### config.mk
export PLATFORM = sky130hd
export DESIGN_NAME = rbz_spi_loader
export DESIGN_NICKNAME = d
export VERILOG_FILES = /design/src/rtl/rbz_spi_loader.sv
export SDC_FILE = /design/constraint.sdc
export NUM_CORES = 1
export LEC_CHECK = 0
export CORE_UTILIZATION = 54
export CTS_CLUSTER_SIZE = 28
export DETAILED_ROUTE_END_ITERATION = 10
export PLACE_DENSITY = 0.75
export SLEW_MARGIN = 20
export SYNTH_ARGS = -nofsm -noshare
export SYNTH_HDL_FRONTEND = slang
export SYNTH_SLANG_ARGS = --single-unit
### constraint.sdc
create_clock -name i_clk -period 3.76 [get_ports i_clk]
set_clock_uncertainty 0.1 [all_clocks]
set_input_delay 1.128 -clock i_clk [delete_from_list [all_inputs] [get_ports i_clk]]
set_output_delay 1.128 -clock i_clk [all_outputs]
set_load 0.05 [all_outputs]
### src/rtl/rbz_spi_loader.sv
// rbz_spi_loader: serialises one parallel write (up to 64 bits, MSB first)
// onto either the vector or the register SPI port of raybox-zero.
//
// Ports:
//   i_clk, i_reset_n          clock, synchronous active-low reset
//   i_valid / o_ready         request handshake (accept when both high)
//   i_target                  0 = vector port, 1 = register port
//   i_len                     bit count, 0 means 64
//   i_data                    right-aligned payload, bit i_len-1 sent first
//   o_vec_csb/sclk/mosi       vector SPI port
//   o_reg_csb/sclk/mosi       register SPI port
//   o_busy                    transaction in progress
//   o_done                    one-cycle pulse when CSB deasserts
module rbz_spi_loader #(
  parameter int unsigned HALF_DIV = 2,
  parameter int unsigned GAP      = 4
) (
  input  logic        i_clk,
  input  logic        i_reset_n,
  input  logic        i_valid,
  output logic        o_ready,
  input  logic        i_target,
  input  logic [5:0]  i_len,
  input  logic [63:0] i_data,
  output logic        o_vec_csb,
  output logic        o_vec_sclk,
  output logic        o_vec_mosi,
  output logic        o_reg_csb,
  output logic        o_reg_sclk,
  output logic        o_reg_mosi,
  output logic        o_busy,
  output logic        o_done
);

  localparam logic [2:0] S_IDLE  = 3'd0;
  localparam logic [2:0] S_SETUP = 3'd1;
  localparam logic [2:0] S_HI    = 3'd2;
  localparam logic [2:0] S_LO    = 3'd3;
  localparam logic [2:0] S_HOLD  = 3'd4;
  localparam logic [2:0] S_GAP   = 3'd5;

  localparam logic [7:0] DIV_HALF = 8'(HALF_DIV - 1);
  localparam logic [7:0] DIV_GAP  = 8'(GAP - 1);

  logic [2:0]  state_q, state_d;
  logic [7:0]  div_q, div_d;
  logic [6:0]  bits_q, bits_d;
  logic [63:0] shreg_q, shreg_d;
  logic        sel_q, sel_d;

  logic        accept_c;
  logic        active_c;
  logic        div_last_c;
  logic [6:0]  n_c;
  logic        ready_d, busy_d, done_d;
  logic        vec_csb_d, vec_sclk_d, vec_mosi_d;
  logic        reg_csb_d, reg_sclk_d, reg_mosi_d;

  // Next-state, datapath and next-output logic
  always_comb begin
    state_d  = state_q;
    div_d    = div_q;
    bits_d   = bits_q;
    shreg_d  = shreg_q;
    sel_d    = sel_q;
    accept_c = i_valid && o_ready;
    div_last_c = (div_q == 8'd0);
    n_c      = (i_len == 6'd0) ? 7'd64 : {1'b0, i_len};

    if (state_q != S_IDLE && !div_last_c) begin
      div_d = div_q - 8'd1;
    end

    case (state_q)
      S_IDLE: begin
        if (accept_c) begin
          // Left-justify so the first bit sits in the MSB
          shreg_d = i_data << (7'd64 - n_c);
          bits_d  = n_c;
          sel_d   = i_target;
          div_d   = DIV_HALF;
          state_d = S_SETUP;
        end
      end
      S_SETUP: begin
        if (div_last_c) begin
          div_d   = DIV_HALF;
          state_d = S_HI;
        end
      end
      S_HI: begin
        if (div_last_c) begin
          div_d  = DIV_HALF;
          bits_d = bits_q - 7'd1;
          if (bits_q == 7'd1) begin
            state_d = S_HOLD;          // last bit stays on MOSI through HOLD
          end else begin
            shreg_d = {shreg_q[62:0], 1'b0};
            state_d = S_LO;
          end
        end
      end
      S_LO: begin
        if (div_last_c) begin
          div_d   = DIV_HALF;
          state_d = S_HI;
        end
      end
      S_HOLD: begin
        if (div_last_c) begin
          div_d   = DIV_GAP;
          state_d = S_GAP;
        end
      end
      S_GAP: begin
        if (div_last_c) begin
          div_d   = 8'd0;
          state_d = S_IDLE;
        end
      end
      default: begin
        div_d   = 8'd0;
        state_d = S_IDLE;
      end
    endcase

    active_c = (state_d == S_SETUP) || (state_d == S_HI) ||
               (state_d == S_LO)    || (state_d == S_HOLD);

    // Ready lags IDLE entry by one cycle and drops on the accept edge
    ready_d = (state_q == S_IDLE) && !accept_c;
    busy_d  = (state_d != S_IDLE);
    done_d  = (state_q == S_HOLD) && (state_d == S_GAP);

    vec_csb_d  = !(active_c && !sel_d);
    vec_sclk_d = (state_d == S_HI) && !sel_d;
    vec_mosi_d = active_c && !sel_d && shreg_d[63];
    reg_csb_d  = !(active_c && sel_d);
    reg_sclk_d = (state_d == S_HI) && sel_d;
    reg_mosi_d = active_c && sel_d && shreg_d[63];
  end

  // State, datapath and output registers
  always_ff @(posedge i_clk) begin
    if (!i_reset_n) begin
      state_q    <= S_IDLE;
      div_q      <= 8'd0;
      bits_q     <= 7'd0;
      shreg_q    <= 64'd0;
      sel_q      <= 1'b0;
      o_ready    <= 1'b0;
      o_busy     <= 1'b0;
      o_done     <= 1'b0;
      o_vec_csb  <= 1'b1;
      o_vec_sclk <= 1'b0;
      o_vec_mosi <= 1'b0;
      o_reg_csb  <= 1'b1;
      o_reg_sclk <= 1'b0;
      o_reg_mosi <= 1'b0;
    end else begin
      state_q    <= state_d;
      div_q      <= div_d;
      bits_q     <= bits_d;
      shreg_q    <= shreg_d;
      sel_q      <= sel_d;
      o_ready    <= ready_d;
      o_busy     <= busy_d;
      o_done     <= done_d;
      o_vec_csb  <= vec_csb_d;
      o_vec_sclk <= vec_sclk_d;
      o_vec_mosi <= vec_mosi_d;
      o_reg_csb  <= reg_csb_d;
      o_reg_sclk <= reg_sclk_d;
      o_reg_mosi <= reg_mosi_d;
    end
  end

endmodule

Word-level counts from Yosys, hierarchy flattened:

Cells that the tools add are included.

* bits in registers: 92
* output and inout port bits: 9
* input bits: 74

* shifts and indexed selects: 1
* equality and inequality tests: 14
* muxes and demuxes: 23
* reduce and logical (&&, ||, !) cells: 28
* $add $sub $neg: 3

Operator list (number)
* $mux 64: 3
* $pmux 64 s2: 1
* $shl 64x7->64: 1
* $mux 8: 5
* $pmux 8 s4: 1
* $mux 7: 3
* $mux 3: 6
* $pmux 3 s5: 1
* $pmux 7 s2: 1
* $eq 3x2->1 const B: 4
* $eq 3x3->1 const B: 4
* $logic_and 1x1->1: 10
* $logic_not 8->1: 1
* $sub 8x1->8 const B: 1
* $eq 7x1->1 const B: 1
* $sub 7x1->7 const B: 1
* $sub 7x7->7 const A: 1
* $eq 3x1->1 const B: 2
* $logic_not 6->1: 1
* $ne 2x2->1 const B: 3
* $reduce_bool 3->1: 2
* $logic_not 1->1: 5
* $reduce_and 4->1: 1
* $logic_not 3->1: 1
* 6 further kinds: 9

Depth between registers and ports, before layout:

Gate-level depths: netlist of the first run.

* word-level depth: 10
* depth in mapped cells: 16

Worst setup path before layout of the first run:

No wires, ideal clock.

* kind: input to register
* from: input i_len[0]
* to: register shreg_q[56]
* library setup time: 0.118 ns
* setup slack: -0.295 ns
* cell stages on the path: 14
* arrival: 3.836 ns
* data required time: 3.542 ns
* cell sequence: inv_1 clkbuf_1 ha_1 buf_2 buf_2 buf_2 buf_2 buf_2 buf_2 mux2_2 a221oi_1 o31ai_1 a221oi_2 nor2_1

* cells in the longest elaborated chain, start to end: 6

Ends and longest elaborated chain
* start, declared: line 23 `input logic [5:0] i_len,`
* $logic_not 6->1: line 68 `n_c = (i_len == 6'd0) ? 7'd64 : {1'b0, i_len};`
* $mux 7 *: line 68
* $sub 7x7->7 *: line 78 `shreg_d = i_data << (7'd64 - n_c);`
* $shl 64x7->64 *: line 78
* $mux 64 *: line 76 `if (accept_c) begin`
* $pmux 64 s2 *: line 74 `case (state_q)`
* end signal, assigned: line 164 `shreg_q <= shreg_d;`
* end, declared: line 48 `logic [63:0] shreg_q, shreg_d;`

Mark *: on every way between the ends. The rest lies on a longest branch, timed or not. The select of a mux whose other input is x is not followed.
A chain may end at the register's enable or synchronous reset.

Worst setup path in the final report of the first run:

* from: input i_len[1]
* to: register shreg_q[56]

The elaborated chain is that of the path after synthesis.

==> results of run 1 <==
[layout by cell type, fill, tap and decap left out, drive strengths merged, types with 8 or more instances in the layout]
cell type,n
o221ai,9
inv,13
nor2,68
mux4,18
a21o,9
nand3,24
nor4,9
nand2b,10
o32ai,9
buf,293
o22ai,15
clkbuf,11
mux2,38
dfxtp,92
or4,8
o21ai,64
mux2i,101
clkdlybuf4s50,75
nor3,55
a22oi,8
a31oi,14
nand2,130
a222oi,18
nor3b,14
a21oi,76
and2,13
a221oi,27
a211oi,23
nor2b,45
and3,11
nor4b,9
[layout make-up]
class                           count  area [µm²]  area share
Sequential cell                    92        1842      0.1410
Timing Repair Buffer              374        3229      0.2472
Clock buffer                       10       229.0     0.01753
Tap cell                          220       275.3     0.02107
Multi-Input combinational cell    982        7385      0.5653
Clock inverter                      6       62.56    0.004789
Inverter                           11       41.29    0.003161
[power groups by stage]
| stage | clock network, mW | logic, mW | registers [mW] |
|---|---|---|---|
| global placement | 0 | 3.95 | 1.54 |
| CTS | 0.907 | 4.10 | 1.54 |
| finish | 0.903 | 4.33 | 1.56 |
| floorplan | 0 | 2.49 | 1.53 |
| global route | 0.946 | 4.60 | 1.59 |
| detailed placement | 0 | 4.01 | 1.55 |
[cells by family (layout without fill, tap and decap cells)]
group	after synthesis	count (layout)	synth area share
simple gates	431	431	0.2385
buf+inv	132	401	0.06283
compound gates	379	379	0.2915
flops	92	92	0.1951
xor+xnor	10	10	0.01008
fa+ha+maj	5	5	0.006628
mux	157	157	0.1954
[critical path: stages]
cell,delay (ns)
dlygate4sd2_1,0.26
inv_2,0.08
ha_4,0.16
buf_12,0.12
or3b_2,0.43
mux4_2,0.47
and3_4,0.20
mux2_4,0.30
nand2b_4,0.16
a22o_4,0.26
a221oi_4,0.24
nor2_1,0.06
[worst paths after layout]
check / slack, ns / endpoint
max: 0.03 / shreg_q[56]
min: 0.40 / shreg_q[33]
max reg2reg: 0.65 / shreg_q[58]
min reg2reg: 0.40 / shreg_q[33]
[sequential cells by signal, summed over array words and instances, names as in the netlist]
signal / cells
bits_q: 7
div_q: 8
o_busy: 1
o_done: 1
o_ready: 1
o_reg_csb: 1
o_reg_mosi: 1
o_reg_sclk: 1
o_vec_csb: 1
o_vec_mosi: 1
o_vec_sclk: 1
sel_q: 1
shreg_q: 64
state_q: 3
[timing repair]
action | CTS | global route
pin swaps | 1 | 10
gates cloned | 0 | 1
setup endpoints to repair | 50 | 29
resized for setup | 29 | 41
buffers inserted | 1 | 4
[per-layer routing]
| metal | part of all wire | vias up | track usage |
|---|---|---|---|
| li1 | - | 5196 | - |
| met1 | 0.38 | 5502 | 0.5486 |
| met2 | 0.45 | 889 | 0.6903 |
| met3 | 0.11 | 177 | 0.07181 |
| met4 | 0.055 | 0 | 0.2060 |
| met5 | 0 | - | 0 |
==> flow_summary.ini, run 1 <==
[status]
status = completed

[floorplanning]
row_count = 47
fp.dieArea_mm2 = 0.01801
start_util = 0.5612
coreArea_mm2 = 0.01682
die_w_um = 134.2
io_pins = 83
chipHeight_um = 134.2

[finish]
fin_util = 0.7767
n_antenna_cell = 0
drive_above_1_share = 0.3092
design_area_mm2 = 0.01306
fillers = 1223
area_growth_pct = 38.40
fin_cells = 1695
nets = 1549

[power]
vdd_drop_max_uv = 521.2
switching_power_mw = 3.147
p_int_mw = 3.653
comb_power_share = 0.637
cellLeakagePower_nw = 5.226
power_density_mw_per_mm2 = 520.5
p_clk_frac = 0.133
p_seq_frac = 0.230
power_mw = 6.800
power_switching_share = 0.4628

[yosys]
synth_seq_area_share = 0.1951
synth_seq_cells = 92
yosysMostFrequentCell = nand2_1
synth_area_mm2 = 0.009439
async_flop_share = 0
synth_edf_count = 0
synth_flop_cell = dfxtp_1
synth_common_cells = 130 x nand2_1, 101 x mux2i_1, 92 x dfxtp_1, 75 x a21oi_1, 67 x nor2_1
synth.net_count = 1285
synth_area_leaders = dfxtp_1 20%, mux2i_1 11%, nand2_1 5.2%, mux2_2 4.5%, mux4_2 4.3%
synth_top_area_cell = dfxtp_1
postSynthCellCount = 1206
synth.avg_cell_area_um2 = 7.827
synth_cell_types = 90
synth_top_area_frac = 0.1951
yosysWarningCount = 0

[worst_setup_path]
cp_max_fo = 7
reg2reg_from = bits_q[2]
r2r_cells = 9
critical_path_required_ns = 3.89
setup.worst_path.end_class = register
startpoint_type = input port
crit_arrival_ns = 3.86
setup.worst_path.class = input port to register
crit_start = i_len[1]

[sta]
slew_viol_final = 0
finalCritPeriodShare = 0.9926
fin_tns_setup_ns = 0
period_minus_slack_ns = 3.732
setup_ws_ns = 0.02766
hold_slack_ns = 0.4025
fmax_ghz = 0.2679
finalHoldViolCount = 0
rsz0062_at_grt = yes
setup_viol_count_final = 0
worst_pin_slew_ns = 0.7740
max-slew-margin-rel = 0.4833

[worst_hold_path]
whs_path_depth = 1
hp-start = shreg_q[33]
worstHoldPathType = register to register

[global_route]
grt_first_pass_wirelength_um = 60460
grt-ovfl-total = 0
grt_usage = 0.4262
grt_start_max_net_pins = 54
first_global_vias = 11160
antenna_found_initial = 1

[drt]
vias = 11760
dr.pass1.iters = 6
viasPerCell = 6.940
ant_nets = 0
drt-total-wl_um = 39490
drt_iter0_markers = 1647
drc_errors = 0
wl_per_cell_um = 23.30

[clock_tree]
clkSlewWorstSetupHoldPaths_ns = 0.06
htree_levels = 3
cts-root-buf = clkbuf_16
clkSinkCount = 92
cts_buffer_depth = 2
numCtsBuffers = 9
clk_latency_ns = 0.34
postCtsHoldBufs = 0
cts_tree = yes

[placed_design]
place_congestion = 1.048
dp_hpwl_um = 29810
placed_area_mm2 = 0.01242
dpl_worst_slack_ns = -0.6297
port_buffers = 82
placed_cells = 1673

[run]
cap_violations = 0
No activity file was read; power rests on OpenSTA's default activity.
==> run 2: changes to the inputs <==
--- a/config.mk
+++ b/config.mk
@@ -5,7 +5,9 @@
 export SDC_FILE = /design/constraint.sdc
 export NUM_CORES = 1
 export LEC_CHECK = 0
-export CORE_UTILIZATION = 54
+export CELL_PAD_IN_SITES_DETAIL_PLACEMENT = 1
+export CELL_PAD_IN_SITES_GLOBAL_PLACEMENT = 1
+export CORE_UTILIZATION = 40
 export CTS_CLUSTER_SIZE = 28
 export DETAILED_ROUTE_END_ITERATION = 10
 export PLACE_DENSITY = 0.75
==> run 2 against run 1 <==
First-iteration DRC count is 32% lower. Via count is 0.26% lower. Worst hold slack better by 0.0053 ns. Non-clock buffer count is 20 higher. Critical path type unchanged. Combinational power is 4% higher. Maximum frequency is 0.46% higher. Register-to-register slack better by 0.15 ns. Final area is 2.9% higher.
==> flow_summary.ini, run 2 (same netlist as run 1, synthesis figures left out) <==
[worst_hold_path]
hp-start = shreg_q[25]
worstHoldPathType = register to register
whs_path_depth = 1
hold_end = shreg_q[25]

[drt]
drt_iter0_markers = 1116
viasPerCell = 6.493
drt-total-wl_um = 45210
vias = 11730
ant_nets = 0
dr.pass1.iters = 5
wl_per_cell_um = 25.02
drc_errors = 0

[worst_setup_path]
r2r-end = shreg_q[37]
max_stage_delay_ns = 0.39
cp_max_fo = 8
startpoint_type = input port
crit_arrival_ns = 3.84
cp_cell_sequence = clkbuf_2 > inv_2 > ha_4 > clkbuf_16 > buf_4 > mux2_2 > o32ai_1 > nor4_2 > buf_4 > mux2i_1 > buf_4 > nand2_1 > a32o_1 > nand2_1 > a31oi_1
setup.worst_path.class = input port to register
r2r_slack_ns = 0.80
critPathSlowestCell = ha_4
r2r_cells = 8
cpMostUsedCell = buf_4
setup.worst_path.end_class = register
critical_path_required_ns = 3.89
reg2reg_from = state_q[1]

[floorplanning]
io_pins = 83
coreArea_mm2 = 0.02292
die_w_um = 155.6
chipHeight_um = 155.6
start_util = 0.4119
row_count = 55
fp.dieArea_mm2 = 0.02422

[sta]
fin_tns_setup_ns = 0
fmax_ghz = 0.2692
worst_pin_slew_ns = 0.7710
period_minus_slack_ns = 3.715
finalHoldViolCount = 0
setup_viol_count_final = 0
slew_viol_final = 0
max-slew-margin-rel = 0.4853
finalCritPeriodShare = 0.9881

[power]
power_switching_share = 0.4660
power_mw = 6.976
comb_power_share = 0.645
p_seq_frac = 0.224
switching_power_mw = 3.251
vdd_drop_max_uv = 347.7
power_density_mw_per_mm2 = 519.0
p_int_mw = 3.725
cellLeakagePower_nw = 5.348
p_clk_frac = 0.131

[finish]
seqCellArea_mm2 = 0.001842
n_antenna_cell = 0
largest_register_ffs = 64
reg_top3 = shreg_q: 64 flops, div_q: 8 flops, bits_q: 7 flops
design_area_mm2 = 0.01344
final_common_cell = buf_4
drive_above_1_share = 0.3233
top_register = shreg_q
fin_cells = 1807
fillers = 2769
nets = 1569
area_growth_pct = 42.40
layout.cells.most_common_list = 286 x buf_4, 127 x nand2_1, 92 x dfxtp_1, 91 x mux2i_1, 75 x clkdlybuf4s50_1
multi_input_area_mm2 = 0.007462

[clock_tree]
numCtsBuffers = 9
clkSinkCount = 92
postCtsHoldBufs = 0
cts_tree = yes
cts_buffer_depth = 2
htree_levels = 3
clkSlewWorstSetupHoldPaths_ns = 0.06
clk_latency_ns = 0.35
cts-root-buf = clkbuf_16

[placed_design]
dp_hpwl_um = 33820
port_buffers = 82
placed_area_mm2 = 0.01268
placed_cells = 1783
place_congestion = 0.9536

[run]
cap_violations = 0

[status]
status = completed

[global_route]
grt_start_max_net_pins = 80
grt_first_pass_wirelength_um = 67880
first_global_vias = 11960
antenna_found_initial = 0
grt-ovfl-total = 0
grt_usage = 0.3619
## run 2: cell types whose count changed in the layout (fill, tap and decap cells not counted), sizes merged
cell | previous run | this run
inv | 13 | 11
buf | 293 | 312
clkbuf | 11 | 14
clkinv | 3 | 2
clkinvlp | 0 | 1
dlymetal6s2s | 1 | 0
## run 2: layout make-up
| class | count | share of cell area |
|---|---|---|
| clock buffers | 11 | 0.01731 |
| clock inverters | 4 | 0.003816 |
| inverters | 11 | 0.003072 |
| multi-input cells | 982 | 0.5552 |
| flip-flops and latches | 92 | 0.1370 |
| well taps | 313 | 0.02914 |
| repair buffers | 394 | 0.2545 |
## run 2: layer usage
| metal | global-route usage | vias up | wire length [µm] |
|---|---|---|---|
| li1 | - | 5241 | - |
| met5 | 0 | - | 0 |
| met2 | 0.6094 | 511 | 21200 |
| met4 | 0.1265 | 0 | 1804 |
| met3 | 0.07667 | 129 | 3486 |
| met1 | 0.4557 | 5852 | 18720 |
## run 2: what timing repair did
item,4_1_cts,5_1_grt
gates cloned,0,2
pin swaps,6,4
setup buffers,4,3
endpoints found under the hold margin,0,0
gates resized for setup,47,41
endpoints found under the setup margin,59,35
## run 2: through the flow
stage          setup slack, ns  hold WS, ns    util
6_report               0.04492       0.4078  0.5866
5_1_grt                -0.1155       0.4265  0.5866
4_1_cts               0.006585       0.4098  0.5759
3_5_place_dp           -0.6937       0.3945  0.5534
3_3_place_gp           -0.6184       0.3811  0.5534
2_1_floorplan          0.02247       0.3682       -
## run 2: power by group through the flow
stage | clock network [mW] | registers [mW] | logic, mW
6_report | 0.915 | 1.56 | 4.50
2_1_floorplan | 0 | 1.53 | 2.49
3_5_place_dp | 0 | 1.57 | 4.18
3_3_place_gp | 0 | 1.55 | 4.06
5_1_grt | 0.954 | 1.59 | 4.78
4_1_cts | 0.917 | 1.55 | 4.30
## run 2: critical path: cells and delay by family
family                   cells  cell delay (ns)
adder cells (fa/ha/maj)      1             0.39
multiplexers                 2             0.49
buffers and inverters        6             0.81
AND/OR/NAND/NOR              3             0.35
AO/OA/AOI/OAI                3             0.68
## run 2: worst max-delay path by stage
| stage | from | slack (ns) | cells past startpoint | to |
|---|---|---|---|---|
| floorplan | i_len[0] | 0.02 | 14 | shreg_q[20] |
| finish | i_len[1] | 0.04 | 15 | shreg_q[55] |
| global route | i_len[0] | -0.12 | 15 | shreg_q[55] |
| global placement | i_len[1] | -0.62 | 12 | o_reg_mosi |
| detailed placement | i_len[1] | -0.69 | 10 | shreg_q[60] |
| CTS | i_len[1] | 0.007 | 12 | shreg_q[24] |
